File: src/rtl/pv1000_snd_pkg.sv
// Shared constants and small helpers for the PV-1000 sound block.
package pv1000_snd_pkg;

  // A period of 3Fh mutes a channel; the counter limit is 3Eh minus the period.
  localparam logic [5:0] PSG_PERIOD_MUTE = 6'h3F;
  localparam logic [5:0] PSG_LIMIT_BASE  = 6'h3E;

  // Register select values carried on wr_addr (CPU ports F8h..FBh).
  localparam logic [1:0] PSG_ADDR_CH0  = 2'd0;
  localparam logic [1:0] PSG_ADDR_CH1  = 2'd1;
  localparam logic [1:0] PSG_ADDR_CH2  = 2'd2;
  localparam logic [1:0] PSG_ADDR_CTRL = 2'd3;

  // Control register bit positions.
  localparam int CTRL_ENABLE = 1;
  localparam int CTRL_RING   = 0;

  // Control register value after reset: enabled, normal (non-ring) mode.
  localparam logic [1:0] PSG_CTRL_RESET = 2'b10;

  // Terminal count for a channel; wraps modulo 64 like the original hardware.
  function automatic logic [5:0] psg_limit(input logic [5:0] period);
    return PSG_LIMIT_BASE - period;
  endfunction

  // Number of channels currently high.
  function automatic logic [1:0] psg_popcount3(input logic [2:0] v);
    return {1'b0, v[0]} + {1'b0, v[1]} + {1'b0, v[2]};
  endfunction

endpackage

File: src/rtl/pv1000_psg_tone.sv
// One square-wave channel: period register, tick counter and square flop.
module pv1000_psg_tone (
  input  logic       clk_snd,
  input  logic       reset,
  input  logic       tick,
  input  logic       wr_stb,
  input  logic [5:0] wr_data,
  output logic       sq
);
  import pv1000_snd_pkg::*;

  logic [5:0] period;
  logic [5:0] cnt;
  logic [5:0] limit;
  logic       muted;

  assign limit = psg_limit(period);
  assign muted = (period == PSG_PERIOD_MUTE);

  // Period register; a write never disturbs the running counter.
  always_ff @(posedge clk_snd) begin
    if (reset) begin
      period <= PSG_PERIOD_MUTE;
    end else if (wr_stb) begin
      period <= wr_data;
    end
  end

  // Counter and square; >= compare lets a shortened period take effect on the next tick.
  always_ff @(posedge clk_snd) begin
    if (reset) begin
      cnt <= 6'd0;
      sq  <= 1'b0;
    end else if (muted) begin
      cnt <= 6'd0;
      sq  <= 1'b0;
    end else if (tick) begin
      if (cnt >= limit) begin
        cnt <= 6'd0;
        sq  <= ~sq;
      end else begin
        cnt <= cnt + 6'd1;
      end
    end
  end

endmodule

File: src/rtl/pv1000_psg.sv
// PV-1000 three-channel square-wave PSG: write handshake from the system
// clock domain, tone prescaler, control register, ring XOR and mixer.
module pv1000_psg #(
  parameter int PRESCALE = 512,
  parameter int VOL_STEP = 64
) (
  input  logic       clk_snd,
  input  logic       reset,
  input  logic       wr_toggle,
  input  logic [1:0] wr_addr,
  input  logic [7:0] wr_data,
  output logic [7:0] audio,
  output logic [2:0] tone
);
  import pv1000_snd_pkg::*;

  localparam int                PRE_W    = $clog2(PRESCALE);
  localparam logic [PRE_W-1:0]  PRE_LAST = PRE_W'(PRESCALE - 1);

  // Output level for the current tone bits; 3*VOL_STEP fits in 8 bits.
  function automatic logic [7:0] mix_level(input logic [2:0] t, input logic en);
    logic [7:0] n;
    n = {6'd0, psg_popcount3(t)};
    return en ? n * 8'(VOL_STEP) : 8'd0;
  endfunction

  logic             tog_p0;
  logic             tog_p1;
  logic             tog_p2;
  logic             wr_stb;
  logic             stb_p3;
  logic [1:0]       addr_p3;
  logic [5:0]       data_p3;
  logic [2:0]       ch_wr;
  logic             ctrl_wr;
  logic [1:0]       ctrl;
  logic [PRE_W-1:0] pre_cnt;
  logic             tick;
  logic [2:0]       sq;
  logic             unused_data_hi;

  // Upper data bits have no storage in any register.
  assign unused_data_hi = ^wr_data[7:6];

  // Stages p0/p1 synchronize wr_toggle; p2 is the delayed copy for edge detection.
  always_ff @(posedge clk_snd) begin
    if (reset) begin
      tog_p0 <= 1'b0;
      tog_p1 <= 1'b0;
      tog_p2 <= 1'b0;
    end else begin
      tog_p0 <= wr_toggle;
      tog_p1 <= tog_p0;
      tog_p2 <= tog_p1;
    end
  end

  assign wr_stb = tog_p1 ^ tog_p2;

  // Stage p3: capture the write while wr_addr/wr_data are guaranteed stable.
  always_ff @(posedge clk_snd) begin
    if (reset) begin
      stb_p3  <= 1'b0;
      addr_p3 <= 2'd0;
      data_p3 <= 6'd0;
    end else begin
      stb_p3 <= wr_stb;
      if (wr_stb) begin
        addr_p3 <= wr_addr;
        data_p3 <= wr_data[5:0];
      end
    end
  end

  // Decode the captured write into per-register strobes.
  always_comb begin
    ch_wr[0] = stb_p3 && (addr_p3 == PSG_ADDR_CH0);
    ch_wr[1] = stb_p3 && (addr_p3 == PSG_ADDR_CH1);
    ch_wr[2] = stb_p3 && (addr_p3 == PSG_ADDR_CH2);
    ctrl_wr  = stb_p3 && (addr_p3 == PSG_ADDR_CTRL);
  end

  // Control register: ENABLE and RING.
  always_ff @(posedge clk_snd) begin
    if (reset) begin
      ctrl <= PSG_CTRL_RESET;
    end else if (ctrl_wr) begin
      ctrl <= data_p3[1:0];
    end
  end

  assign tick = (pre_cnt == PRE_LAST);

  // Prescaler: one tone tick every PRESCALE sound clocks.
  always_ff @(posedge clk_snd) begin
    if (reset) begin
      pre_cnt <= '0;
    end else if (tick) begin
      pre_cnt <= '0;
    end else begin
      pre_cnt <= pre_cnt + PRE_W'(1);
    end
  end

  for (genvar n = 0; n < 3; n++) begin : g_ch
    pv1000_psg_tone u_tone (
      .clk_snd (clk_snd),
      .reset   (reset),
      .tick    (tick),
      .wr_stb  (ch_wr[n]),
      .wr_data (data_p3),
      .sq      (sq[n])
    );
  end

  // Ring mode XORs each channel with its neighbour.
  always_comb begin
    tone = sq;
    if (ctrl[CTRL_RING]) begin
      tone = {sq[2] ^ sq[0], sq[1] ^ sq[2], sq[0] ^ sq[1]};
    end
  end

  // Registered mixer; lags tone by one cycle.
  always_ff @(posedge clk_snd) begin
    if (reset) begin
      audio <= 8'd0;
    end else begin
      audio <= mix_level(tone, ctrl[CTRL_ENABLE]);
    end
  end

endmodule

File: config.mk
export PLATFORM = sky130hd
export DESIGN_NAME = pv1000_psg
export DESIGN_NICKNAME = d
export VERILOG_FILES = /design/src/rtl/pv1000_snd_pkg.sv /design/src/rtl/pv1000_psg_tone.sv /design/src/rtl/pv1000_psg.sv
export SDC_FILE = /design/constraint.sdc
export NUM_CORES = 1
export LEC_CHECK = 0
export BUFFER_PORTS_ARGS = -buffer_cell sky130_fd_sc_hd__buf_4
export CAP_MARGIN = 10
export CORE_UTILIZATION = 26
export CTS_CLUSTER_DIAMETER = 120
export CTS_CLUSTER_SIZE = 10
export DETAILED_ROUTE_END_ITERATION = 7
export HOLD_SLACK_MARGIN = 0.06
export PLACE_DENSITY = 0.48
export SLEW_MARGIN = 20
export SYNTH_ARGS = -nofsm -noshare
export SYNTH_HDL_FRONTEND = slang
export SYNTH_SLANG_ARGS = --single-unit
File: constraint.sdc
create_clock -name clk_snd -period 2.6 [get_ports clk_snd]
set_input_delay 0.13 -clock clk_snd [delete_from_list [all_inputs] [get_ports clk_snd]]
set_output_delay 0.13 -clock clk_snd [all_outputs]
set_load 0.01 [all_outputs]
==> results of run 1 <==
-- worst reg2reg max path, cell delays in order (launching register included) --
cell and delay, ns:
sky130_fd_sc_hd__dfxtp_1 0.34, sky130_fd_sc_hd__ha_1 0.21, sky130_fd_sc_hd__nand2_1 0.06, sky130_fd_sc_hd__nor2_1 0.15, sky130_fd_sc_hd__and3_1 0.19, sky130_fd_sc_hd__ha_1 0.18, sky130_fd_sc_hd__buf_4 0.22, sky130_fd_sc_hd__nand3_2 0.10
sky130_fd_sc_hd__or2_4 0.28, sky130_fd_sc_hd__o211ai_4 0.23, sky130_fd_sc_hd__nor2_1 0.08
-- final cells by class --
cell class                      instances  area (sq um)
Sequential cell                        64          1280
Clock inverter                          5          62.6
Timing Repair Buffer                   26           218
Clock buffer                           11           253
Fill cell                            1328          8250
Inverter                               13          48.8
Tap cell                              168           210
Multi-Input combinational cell        267          1890
-- metal layers --
| metal | up-vias | part of all wire (%) | wire, microns | track usage, % |
|---|---|---|---|---|
| li1 | 1253 | - | - | - |
| met1 | 1095 | 50 | 3090 | 13.5 |
| met2 | 32 | 45 | 2790 | 16.1 |
| met3 | 10 | 3.1 | 190 | 3.64 |
| met4 | 0 | 1.5 | 93 | 3.64 |
| met5 | - | 0 | 0 | 0 |
-- per-stage QoR --
stage,instance area [sq um],hold slack (ns),util (%)
after floorplan,3320,0.258,-
after global placement,3560,0.347,29.1
after detailed placement,3560,0.349,29.1
after CTS,3960,0.205,32.5
after global routing,3960,0.238,32.5
final,3960,0.212,32.5
-- power breakdown --
group          switching, mW  total, mW  internal [mW]
Combinational         0.0772      0.149         0.0718
Clock                  0.456       1.25          0.799
Sequential            0.0208       1.02           1.00
-- state kept, by name, indices dropped and copies added (netlist names) --
| name | cells |
|---|---|
| tog_p1 | 1 |
| g_ch.u_tone.sq | 3 |
| audio | 2 |
| g_ch.u_tone.cnt | 18 |
| tog_p0 | 1 |
| data_p3 | 6 |
| stb_p3 | 1 |
| tog_p2 | 1 |
| pre_cnt | 9 |
| g_ch.u_tone.period | 18 |
| ctrl | 2 |
| addr_p3 | 2 |
-- cells by family (layout without fill, tap and decap cells) --
logic type,count (synthesis),after routing
adders and majority gates,30,30
and+or+nand+nor,138,138
buffers and inverters,27,55
other,1,6
DFF,64,64
muxes,6,6
AOI/OAI and AO/OA,51,51
xor gates and xnor gates,36,36
-- cell usage in the layout (no fill, tap or decap), types with 2 or more instances in the layout --
cell type                       instances
sky130_fd_sc_hd__nand2b_1               6
sky130_fd_sc_hd__xnor2_1               21
sky130_fd_sc_hd__nand4_1                7
sky130_fd_sc_hd__a21oi_1               18
sky130_fd_sc_hd__clkinvlp_4             2
sky130_fd_sc_hd__dfxtp_1               64
sky130_fd_sc_hd__inv_2                  2
sky130_fd_sc_hd__o22a_1                 3
sky130_fd_sc_hd__ha_1                  29
sky130_fd_sc_hd__a31oi_4                3
sky130_fd_sc_hd__dlygate4sd3_1          9
sky130_fd_sc_hd__clkbuf_8               2
sky130_fd_sc_hd__o211ai_1               5
sky130_fd_sc_hd__buf_4                 17
sky130_fd_sc_hd__conb_1                 6
sky130_fd_sc_hd__and3_1                 5
sky130_fd_sc_hd__o21ai_2                2
sky130_fd_sc_hd__o211ai_4               2
sky130_fd_sc_hd__clkbuf_16              9
sky130_fd_sc_hd__nand3b_1               3
sky130_fd_sc_hd__xor2_1                15
sky130_fd_sc_hd__nor2b_1                9
sky130_fd_sc_hd__or2_4                  2
sky130_fd_sc_hd__a211o_1               12
sky130_fd_sc_hd__mux2i_1                6
sky130_fd_sc_hd__o2bb2ai_1              2
sky130_fd_sc_hd__nor2_1                36
sky130_fd_sc_hd__nand2_1               44
sky130_fd_sc_hd__nand3_1               16
sky130_fd_sc_hd__inv_1                 11
sky130_fd_sc_hd__nand3_2                2
-- worst paths after layout --
check                   from                     to  cells past startpoint
setup / recovery  pre_cnt[0]  g_ch[2].u_tone.cnt[4]                     10
hold / removal         reset                ctrl[0]                      2
setup reg to reg  pre_cnt[0]  g_ch[2].u_tone.cnt[4]                     10
hold reg to reg   pre_cnt[0]             pre_cnt[0]                      1
==> impl_metrics.xml, run 1 <==
<?xml version="1.0" encoding="UTF-8"?>
<metrics>
  <group name="cts">
    <metric name="clock_tree_from_tritoncts" unit="">yes</metric>
    <metric name="clock_tree.root_cell" unit="">sky130_fd_sc_hd__clkbuf_16</metric>
    <metric name="insertion_delay" unit="ns">0.33</metric>
    <metric name="ctsResizeCount" unit="">0</metric>
    <metric name="cts_setup_buffers" unit="">0</metric>
    <metric name="cts_made_buffers" unit="">9</metric>
    <metric name="cts_buffer_depth" unit="">2</metric>
    <metric name="clock-sinks" unit="">64</metric>
    <metric name="hold_buffers" unit="">9</metric>
    <metric name="h_tree_lvl_count" unit="">3</metric>
    <metric name="worst_setup_hold_path_clk_slew" unit="ns">0.05</metric>
  </group>
  <group name="synth">
    <metric name="netlist_area" unit="sq um">3310</metric>
    <metric name="synthTopCellsByArea" unit="">sky130_fd_sc_hd__dfxtp_1, sky130_fd_sc_hd__ha_1, sky130_fd_sc_hd__xnor2_1</metric>
    <metric name="synth_enable_flop_cells" unit="">0</metric>
    <metric name="dominant_combinational_cell_family_by_area_after_synthesis" unit="">simple AND/OR/NAND/NOR gates</metric>
    <metric name="compound_gate_portion_of_the_synthesized_area" unit="%">13.1</metric>
    <metric name="yosys.area_share.simple" unit="%">20.5</metric>
    <metric name="ys_seq_elements" unit="">64</metric>
    <metric name="synth_sequential_area_ratio" unit="%">38.8</metric>
    <metric name="synth_top_area_cell" unit="">sky130_fd_sc_hd__dfxtp_1</metric>
    <metric name="ys_warn_count" unit="">0</metric>
    <metric name="synth_top_flop_cell" unit="">sky130_fd_sc_hd__dfxtp_1</metric>
    <metric name="synthAdderAreaFrac" unit="%">11.6</metric>
    <metric name="synthDistinctLibCells" unit="">42</metric>
    <metric name="synthesis.instances" unit="">353</metric>
    <metric name="synthArstFlopShare" unit="%">0</metric>
    <metric name="postSynthAreaPerCell" unit="sq um">9.36</metric>
    <metric name="synth.top_cell.area_share" unit="%">38.8</metric>
    <metric name="muxShareOfSynthArea" unit="%">1.82</metric>
    <metric name="netlist_top_cells_count" unit="">sky130_fd_sc_hd__dfxtp_1, sky130_fd_sc_hd__nand2_1, sky130_fd_sc_hd__nor2_1</metric>
    <metric name="yosys.cell_count.top_type" unit="">sky130_fd_sc_hd__dfxtp_1</metric>
    <metric name="yosys.area_share.xor_xnor" unit="%">9.54</metric>
  </group>
  <group name="floorplanning">
    <metric name="floorplan.die_area" unit="sq um">13200</metric>
    <metric name="io_pins" unit="">24</metric>
    <metric name="initial_core_util" unit="%">27.1</metric>
    <metric name="coreArea" unit="sq um">12200</metric>
    <metric name="core.rowCount" unit="">40</metric>
    <metric name="die_w" unit="microns">115</metric>
    <metric name="chipHeight" unit="microns">115</metric>
  </group>
  <group name="route">
    <metric name="route.detailed.vias_per_inst" unit="">4.31</metric>
    <metric name="initialDrtViolationCount" unit="">60</metric>
    <metric name="routed_wire_length_per_instance" unit="microns">11.1</metric>
    <metric name="wirelength" unit="microns">6160</metric>
    <metric name="drt_drc_violations_left" unit="">0</metric>
    <metric name="antenna_left" unit="">0</metric>
    <metric name="firstDrtPassIters" unit="">4</metric>
    <metric name="route.vias.total" unit="">2390</metric>
  </group>
  <group name="sta">
    <metric name="finalWorstPathRequiredPeriod" unit="ns">2.16</metric>
    <metric name="final_setup_violating_endpoints" unit="">0</metric>
    <metric name="tns" unit="ns">0</metric>
    <metric name="timing.fmax" unit="MHz">464</metric>
    <metric name="worstMarginPinSlew" unit="ns">0.675</metric>
    <metric name="worst_slack" unit="ns">0.444</metric>
    <metric name="grt_setup_unrepaired" unit="">no</metric>
    <metric name="worst_slew_margin_rel" unit="%">54.7</metric>
    <metric name="fin_worst_skew" unit="ns">0.00828</metric>
    <metric name="final_hold_viol_count" unit="">0</metric>
    <metric name="timing.final.crit_share" unit="%">82.9</metric>
    <metric name="slew_viol_final" unit="">0</metric>
  </group>
  <group name="critical_path">
    <metric name="path_buf_inv" unit="">1</metric>
    <metric name="path_delay_family" unit="">simple AND/OR/NAND/NOR gates</metric>
    <metric name="element_type_at_the_critical_path_start" unit="">flop</metric>
    <metric name="worst_setup_path_end_kind" unit="">flop</metric>
    <metric name="rrSetupSlack" unit="ns">0.44</metric>
    <metric name="cp_slowest_cell" unit="">sky130_fd_sc_hd__dfxtp_1</metric>
    <metric name="worst_ep_arrival_time" unit="ns">2.37</metric>
    <metric name="critical_path_peak_fanout" unit="">12</metric>
    <metric name="critPathKind" unit="">flop to flop</metric>
    <metric name="critical-path-max-stage-delay" unit="ns">0.34</metric>
    <metric name="critical_path.cell_chain" unit="">ha_1 -&gt; nand2_1 -&gt; nor2_1 -&gt; and3_1 -&gt; ha_1 -&gt; buf_4 -&gt; nand3_2 -&gt; or2_4 -&gt; o211ai_4 -&gt; nor2_1</metric>
    <metric name="worstPathRequired" unit="ns">2.81</metric>
  </group>
  <group name="run_status">
    <metric name="status" unit="">finished clean</metric>
  </group>
  <group name="placement">
    <metric name="dp.cells" unit="">529</metric>
    <metric name="gp_routability_congestion" unit="">0.711</metric>
    <metric name="port_buffers" unit="">15</metric>
    <metric name="dpl_worst_slack" unit="ns">0.461</metric>
    <metric name="dp_hpwl" unit="microns">4470</metric>
  </group>
  <group name="cells_and_area">
    <metric name="antenna-diode-count" unit="">0</metric>
    <metric name="final_layout_size_suffix_gt1_share" unit="%">12.7</metric>
    <metric name="nets" unit="">424</metric>
    <metric name="area_delta_synth_final" unit="%">19.9</metric>
    <metric name="layout.cells.non_filler" unit="">554</metric>
  </group>
  <group name="grt">
    <metric name="grt_max_degree" unit="">33</metric>
    <metric name="grt_first_pass_wirelength" unit="microns">10600</metric>
    <metric name="globalRouteTotalUtil" unit="%">10.4</metric>
    <metric name="number_of_global_route_vias_before_repair" unit="">2198</metric>
    <metric name="gr-total-overflow" unit="">0</metric>
    <metric name="grt_antenna_before_repair" unit="">0</metric>
  </group>
  <group name="power">
    <metric name="power.total" unit="mW">2.42</metric>
    <metric name="leakage" unit="nW">1.61</metric>
    <metric name="cellPowerDensity" unit="nW/um^2">612</metric>
    <metric name="vdd.ir_drop.worst" unit="mV">0.258</metric>
  </group>
  <group name="min_path">
    <metric name="hp-class" unit="">primary input to flop</metric>
  </group>
  <group name="flow_run">
    <metric name="max-cap-violations" unit="">0</metric>
  </group>
</metrics>
Note: power is estimated with default switching activity, not from simulation.
==> inputs of run 2 (changes only) <==
==> constraint.sdc (replaced) <==
create_clock -name clk_snd -period 2.1 [get_ports clk_snd]
set_input_delay 0.105 -clock clk_snd [delete_from_list [all_inputs] [get_ports clk_snd]]
set_output_delay 0.105 -clock clk_snd [all_outputs]
set_load 0.01 [all_outputs]
==> run 2 against run 1 <==
Against the previous run: sequential share of layout area decreased by 0.99 points; global-route usage increased by 0.37 points; setup slack got worse by 0.35 ns; clock skew decreased by 0.0014 ns; flip-flop and latch count unchanged.
==> impl_metrics.xml, run 2 (same netlist as run 1, synthesis figures left out) <==
<?xml version="1.0" encoding="UTF-8"?>
<metrics>
  <group name="sta">
    <metric name="final_setup_violating_endpoints" unit="">0</metric>
    <metric name="finalWorstPathRequiredPeriod" unit="ns">2.00</metric>
    <metric name="worstMarginPinSlew" unit="ns">0.691</metric>
    <metric name="final_hold_viol_count" unit="">0</metric>
    <metric name="grt_setup_unrepaired" unit="">yes</metric>
    <metric name="worst_slew_margin_rel" unit="%">53.6</metric>
    <metric name="timing.fmax" unit="MHz">499</metric>
    <metric name="fin_worst_skew" unit="ns">0.00685</metric>
    <metric name="slew_viol_final" unit="">0</metric>
    <metric name="timing.final.crit_share" unit="%">95.4</metric>
    <metric name="worst_hold_slack" unit="ns">0.190</metric>
  </group>
  <group name="cts">
    <metric name="cts_made_buffers" unit="">9</metric>
    <metric name="cts_buffer_depth" unit="">2</metric>
    <metric name="clock_tree_from_tritoncts" unit="">yes</metric>
    <metric name="insertion_delay" unit="ns">0.33</metric>
    <metric name="worst_setup_hold_path_clk_slew" unit="ns">0.06</metric>
    <metric name="clock_tree.root_cell" unit="">sky130_fd_sc_hd__clkbuf_16</metric>
    <metric name="clock-sinks" unit="">64</metric>
    <metric name="h_tree_lvl_count" unit="">3</metric>
  </group>
  <group name="critical_path">
    <metric name="critPathKind" unit="">flop to flop</metric>
    <metric name="critical_path_peak_fanout" unit="">6</metric>
    <metric name="path_delay_family" unit="">simple AND/OR/NAND/NOR gates</metric>
    <metric name="worst_setup_path_end_kind" unit="">flop</metric>
    <metric name="worstSetupStartpoint" unit="">g_ch[2].u_tone.period[4]</metric>
    <metric name="rrSetupSlack" unit="ns">0.1</metric>
    <metric name="critical_path.cell_chain" unit="">and3_1 -&gt; nand3_1 -&gt; xnor2_1 -&gt; ha_1 -&gt; nand3_2 -&gt; or2_4 -&gt; o211ai_4 -&gt; nor2_1</metric>
    <metric name="worstRegToRegCells" unit="">8</metric>
    <metric name="worst_ep_arrival_time" unit="ns">2.22</metric>
    <metric name="critical_path.reg2reg.endpoint" unit="">g_ch[2].u_tone.cnt[4]</metric>
    <metric name="worst_reg2reg_startpoint" unit="">g_ch[2].u_tone.period[4]</metric>
    <metric name="worstPathRequired" unit="ns">2.31</metric>
    <metric name="element_type_at_the_critical_path_start" unit="">flop</metric>
    <metric name="path_buf_inv" unit="">0</metric>
    <metric name="critical-path-max-stage-delay" unit="ns">0.37</metric>
    <metric name="cp_slowest_cell" unit="">sky130_fd_sc_hd__dfxtp_1</metric>
  </group>
  <group name="placement">
    <metric name="dp.cells" unit="">540</metric>
    <metric name="dp_hpwl" unit="microns">4560</metric>
    <metric name="gp_routability_congestion" unit="">0.737</metric>
    <metric name="port_buffers" unit="">15</metric>
  </group>
  <group name="min_path">
    <metric name="hp-class" unit="">primary input to flop</metric>
    <metric name="min_delay_path_depth" unit="">2</metric>
    <metric name="min_to" unit="">tog_p2</metric>
    <metric name="hp-start" unit="">reset</metric>
  </group>
  <group name="cells_and_area">
    <metric name="final_cell_mix" unit="">sky130_fd_sc_hd__dfxtp_1, sky130_fd_sc_hd__nand2_1, sky130_fd_sc_hd__nor2_1, sky130_fd_sc_hd__buf_4, sky130_fd_sc_hd__ha_1</metric>
    <metric name="nets" unit="">439</metric>
    <metric name="antenna-diode-count" unit="">0</metric>
    <metric name="layout_commonest_cell" unit="">sky130_fd_sc_hd__dfxtp_1</metric>
    <metric name="post-route-util" unit="%">33.6</metric>
    <metric name="biggestRegsByFlops" unit="">g_ch.u_tone.cnt (18), g_ch.u_tone.period (18), pre_cnt (9)</metric>
    <metric name="layout.cells.non_filler" unit="">569</metric>
    <metric name="final_layout_size_suffix_gt1_share" unit="%">18.2</metric>
    <metric name="area_delta_synth_final" unit="%">24.1</metric>
  </group>
  <group name="route">
    <metric name="route.vias.total" unit="">2442</metric>
    <metric name="initialDrtViolationCount" unit="">83</metric>
    <metric name="wirelength" unit="microns">6350</metric>
    <metric name="firstDrtPassIters" unit="">4</metric>
    <metric name="route.detailed.vias_per_inst" unit="">4.29</metric>
    <metric name="drt_drc_violations_left" unit="">0</metric>
    <metric name="routed_wire_length_per_instance" unit="microns">11.2</metric>
    <metric name="antenna_left" unit="">0</metric>
  </group>
  <group name="floorplanning">
    <metric name="chipHeight" unit="microns">115</metric>
    <metric name="core.rowCount" unit="">40</metric>
    <metric name="die_w" unit="microns">115</metric>
    <metric name="initial_core_util" unit="%">27.1</metric>
    <metric name="floorplan.die_area" unit="sq um">13200</metric>
    <metric name="coreArea" unit="sq um">12200</metric>
    <metric name="io_pins" unit="">24</metric>
  </group>
  <group name="grt">
    <metric name="gr-total-overflow" unit="">0</metric>
    <metric name="grt_max_degree" unit="">33</metric>
    <metric name="grt_antenna_before_repair" unit="">0</metric>
    <metric name="grt_first_pass_wirelength" unit="microns">10900</metric>
    <metric name="number_of_global_route_vias_before_repair" unit="">2413</metric>
    <metric name="globalRouteTotalUtil" unit="%">10.8</metric>
  </group>
  <group name="power">
    <metric name="vdd.ir_drop.worst" unit="mV">0.419</metric>
    <metric name="leakage" unit="nW">1.67</metric>
    <metric name="power.total" unit="mW">2.93</metric>
    <metric name="cellPowerDensity" unit="nW/um^2">715</metric>
  </group>
  <group name="run_status">
    <metric name="status" unit="">finished clean</metric>
  </group>
  <group name="flow_run">
    <metric name="max-cap-violations" unit="">0</metric>
  </group>
</metrics>
[run 2: worst max-delay path by stage]
stage                            endpoint  slack, ns  depth (start not counted)
floorplan           g_ch[0].u_tone.cnt[0]       0.24                         10
global placement        g_ch[1].u_tone.sq       0.11                         10
detailed placement  g_ch[2].u_tone.cnt[1]       0.11                          8
CTS                 g_ch[2].u_tone.cnt[4]       0.09                          8
global route        g_ch[0].u_tone.cnt[4]      -0.01                          8
finish              g_ch[2].u_tone.cnt[4]        0.1                          8
[run 2: what timing repair did]
| action | 4_1_cts | 5_1_grt |
|---|---|---|
| buffers inserted | 0 | 4 |
| hold endpoints to repair | 9 | 0 |
| hold buffers | 9 | 0 |
| setup endpoints to repair | 0 | 19 |
| resized for setup | 0 | 11 |
[run 2: through the flow]
step | setup slack (ns) | instance area (sq um) | setup TNS (ns)
final | 0.0962 | 4100 | 0
after global routing | -0.0150 | 4100 | -0.0328
after CTS | 0.0904 | 4040 | 0
after detailed placement | 0.106 | 3650 | 0
after global placement | 0.114 | 3650 | 0
after floorplan | 0.238 | 3320 | 0
[run 2: area by class of cell]
type | count | area [sq um]
Clock buffer | 9 | 225
Fill cell | 1296 | 8110
Clock inverter | 7 | 71.3
Timing Repair Buffer | 41 | 343
Tap cell | 168 | 210
Multi-Input combinational cell | 267 | 1920
Inverter | 13 | 48.8
Sequential cell | 64 | 1280
[run 2: power by group]
group | internal, mW | total, mW | switching (mW)
combinational | 0.0963 | 0.196 | 0.0999
clock | 0.917 | 1.48 | 0.559
sequential | 1.24 | 1.26 | 0.0230
[run 2: routing by layer]
metal / GRT usage, % / vias up / part of all wire (%)
met4: 5.19 / 0 / 1.5
met3: 3.64 / 8 / 2.2
li1: - / 1288 / -
met5: 0 / - / 0
met2: 17.9 / 25 / 48
met1: 12.5 / 1121 / 49
==> inputs of run 3 (changes only) <==
==> constraint.sdc (replaced) <==
create_clock -name clk_snd -period 2.41 [get_ports clk_snd]
set_input_delay 0.1205 -clock clk_snd [delete_from_list [all_inputs] [get_ports clk_snd]]
set_output_delay 0.1205 -clock clk_snd [all_outputs]
set_load 0.01 [all_outputs]
==> run 3 against run 2 <==
Against the previous run: largest cell class unchanged; largest power group unchanged; flip-flop and latch count is the same; combinational power shrank 18%; design area shrank 3.1%; sequential share of layout area grew 0.90 points; first-iteration DRC count shrank 23%; die area is the same; clock skew grew 0.0022 ns; non-clock buffer count shrank 16; hold slack gained 0.021 ns; total power shrank 9.1%.
==> impl_metrics.xml, run 3 (same netlist as run 1, synthesis figures left out) <==
<?xml version="1.0" encoding="UTF-8"?>
<metrics>
  <group name="run_status">
    <metric name="status" unit="">finished clean</metric>
  </group>
  <group name="route">
    <metric name="firstDrtPassIters" unit="">4</metric>
    <metric name="route.detailed.vias_per_inst" unit="">4.33</metric>
    <metric name="route.vias.total" unit="">2392</metric>
    <metric name="antenna_left" unit="">0</metric>
    <metric name="routed_wire_length_per_instance" unit="microns">11.1</metric>
    <metric name="drt_drc_violations_left" unit="">0</metric>
    <metric name="wirelength" unit="microns">6140</metric>
    <metric name="initialDrtViolationCount" unit="">64</metric>
  </group>
  <group name="critical_path">
    <metric name="critical_path.cell_chain" unit="">ha_1 -&gt; nand2_1 -&gt; nor2_1 -&gt; and3_1 -&gt; ha_1 -&gt; buf_12 -&gt; inv_2 -&gt; or2_1 -&gt; o21ai_1 -&gt; mux2i_1</metric>
    <metric name="cp_slowest_cell" unit="">sky130_fd_sc_hd__dfxtp_1</metric>
    <metric name="worstPathRequired" unit="ns">2.66</metric>
    <metric name="critical-path-max-stage-delay" unit="ns">0.34</metric>
    <metric name="worst_setup_path_end_kind" unit="">flop</metric>
    <metric name="critPathKind" unit="">flop to flop</metric>
    <metric name="worst_ep_arrival_time" unit="ns">2.36</metric>
    <metric name="critical_path_peak_fanout" unit="">19</metric>
    <metric name="cpMostUsedCell" unit="">sky130_fd_sc_hd__ha_1</metric>
    <metric name="element_type_at_the_critical_path_start" unit="">flop</metric>
  </group>
  <group name="grt">
    <metric name="gr-total-overflow" unit="">0</metric>
    <metric name="globalRouteMet1Util" unit="%">13.7</metric>
    <metric name="grt_first_pass_wirelength" unit="microns">11300</metric>
    <metric name="global_route.usage.met3" unit="%">2.69</metric>
    <metric name="number_of_global_route_vias_before_repair" unit="">2402</metric>
    <metric name="grt_most_used_layer" unit="">met2</metric>
    <metric name="grt_antenna_before_repair" unit="">0</metric>
    <metric name="grt_max_degree" unit="">33</metric>
    <metric name="use_met2" unit="%">17.9</metric>
    <metric name="globalRouteTotalUtil" unit="%">10.9</metric>
  </group>
  <group name="sta">
    <metric name="worstMarginPinSlew" unit="ns">0.695</metric>
    <metric name="slew_viol_final" unit="">0</metric>
    <metric name="finalWorstPathRequiredPeriod" unit="ns">2.12</metric>
    <metric name="fin_worst_skew" unit="ns">0.00904</metric>
    <metric name="final_hold_viol_count" unit="">0</metric>
    <metric name="final_setup_violating_endpoints" unit="">0</metric>
    <metric name="timing.fmax" unit="MHz">473</metric>
    <metric name="grt_setup_unrepaired" unit="">no</metric>
    <metric name="timing.final.crit_share" unit="%">87.8</metric>
    <metric name="worst_slew_margin_rel" unit="%">53.3</metric>
    <metric name="tns" unit="ns">0</metric>
  </group>
  <group name="cts">
    <metric name="cts_buffer_depth" unit="">2</metric>
    <metric name="insertion_delay" unit="ns">0.32</metric>
    <metric name="clock-sinks" unit="">64</metric>
    <metric name="cts_made_buffers" unit="">9</metric>
    <metric name="cts_setup_buffers" unit="">0</metric>
    <metric name="h_tree_lvl_count" unit="">3</metric>
    <metric name="clock_tree.root_cell" unit="">sky130_fd_sc_hd__clkbuf_16</metric>
    <metric name="clock_tree_from_tritoncts" unit="">yes</metric>
    <metric name="worst_setup_hold_path_clk_slew" unit="ns">0.05</metric>
  </group>
  <group name="power">
    <metric name="vdd.ir_drop.worst" unit="mV">0.317</metric>
    <metric name="leakage" unit="nW">1.62</metric>
    <metric name="cellPowerDensity" unit="nW/um^2">671</metric>
  </group>
  <group name="floorplanning">
    <metric name="coreArea" unit="sq um">12200</metric>
    <metric name="io_pins" unit="">24</metric>
    <metric name="initial_core_util" unit="%">27.1</metric>
    <metric name="chipHeight" unit="microns">115</metric>
    <metric name="core.rowCount" unit="">40</metric>
    <metric name="floorplan.die_area" unit="sq um">13200</metric>
    <metric name="die_w" unit="microns">115</metric>
  </group>
  <group name="cells_and_area">
    <metric name="layout.cells.non_filler" unit="">552</metric>
    <metric name="final_layout_size_suffix_gt1_share" unit="%">12.0</metric>
    <metric name="layout_commonest_cell" unit="">sky130_fd_sc_hd__dfxtp_1</metric>
    <metric name="final_cell_mix" unit="">sky130_fd_sc_hd__dfxtp_1, sky130_fd_sc_hd__nand2_1, sky130_fd_sc_hd__nor2_1, sky130_fd_sc_hd__ha_1, sky130_fd_sc_hd__xnor2_1</metric>
    <metric name="antenna-diode-count" unit="">0</metric>
    <metric name="area_delta_synth_final" unit="%">20.2</metric>
    <metric name="finalInstanceArea" unit="sq um">3980</metric>
    <metric name="biggestRegsByFlops" unit="">g_ch.u_tone.cnt (18), g_ch.u_tone.period (18), pre_cnt (9)</metric>
    <metric name="nets" unit="">423</metric>
  </group>
  <group name="placement">
    <metric name="dp_hpwl" unit="microns">4420</metric>
    <metric name="port_buffers" unit="">15</metric>
    <metric name="placed_area" unit="sq um">3560</metric>
    <metric name="gp_routability_congestion" unit="">0.696</metric>
    <metric name="dp.cells" unit="">528</metric>
  </group>
  <group name="flow_run">
    <metric name="max-cap-violations" unit="">0</metric>
  </group>
  <group name="min_path">
    <metric name="hp-class" unit="">primary input to flop</metric>
  </group>
</metrics>
-- run 3: cell count changes in the layout (fill, tap and decap cells not counted), moves of 2 or more --
cell and delta:
sky130_fd_sc_hd__dfxtp_1 +3, sky130_fd_sc_hd__buf_4 -16, sky130_fd_sc_hd__ha_2 -2, sky130_fd_sc_hd__dfxtp_2 -3, sky130_fd_sc_hd__clkbuf_8 +2, sky130_fd_sc_hd__clkinvlp_4 -3
sky130_fd_sc_hd__ha_1 +2
-- run 3: worst paths after layout --
check,start,end,slack (ns),depth (start not counted)
max,pre_cnt[0],g_ch[1].u_tone.sq,0.29,10
min,reset,ctrl[0],0.21,2
max reg2reg,pre_cnt[0],g_ch[1].u_tone.sq,0.29,10
min reg2reg,pre_cnt[0],pre_cnt[0],0.44,1
-- run 3: metrics by stage --
step	hold slack [ns]	setup slack (ns)	util [%]	total power, mW
2_1_floorplan	0.249	0.548	-	1.24
3_3_place_gp	0.337	0.292	29.2	1.27
3_5_place_dp	0.340	0.300	29.2	1.28
4_1_cts	0.203	0.265	32.6	2.71
5_1_grt	0.225	0.0412	32.6	2.78
6_report	0.211	0.294	32.6	2.67
-- run 3: timing repair --
item                                   in CTS  in global routing
resized for setup                           0                  0
hold buffers                                9                  0
endpoints found under the hold margin       9                  0
-- run 3: report_power, final --
part	total, mW	switching (mW)	leakage (nW)	internal, mW
logic	0.160	0.0822	0.938	0.0777
clock network	1.41	0.451	0.159	0.954
registers	1.10	0.0218	0.519	1.08
-- run 3: worst max-delay path: cells and delay by family, from the launching register on --
kind | cells | cell delay (ns)
and+or+nand+nor | 4 | 0.65
DFF | 1 | 0.34
AOI/OAI and AO/OA | 1 | 0.17
buffers and inverters | 2 | 0.28
adders and majority gates | 2 | 0.40
muxes | 1 | 0.20
-- run 3: layout make-up --
cell class / count / area, sq um
clock buffers: 12 / 256
flip-flops and latches: 64 / 1280
well taps: 168 / 210
inverters: 13 / 48.8
multi-input cells: 267 / 1890
repair buffers: 25 / 223
fillers: 1287 / 8240
clock inverters: 3 / 65.1
-- run 3: layer usage --
layer  up-vias  share of wire (%)
li1       1255                  -
met4         0                1.5
met3         7                2.3
met2        32                 46
met1      1098                 50
met5         -                  0
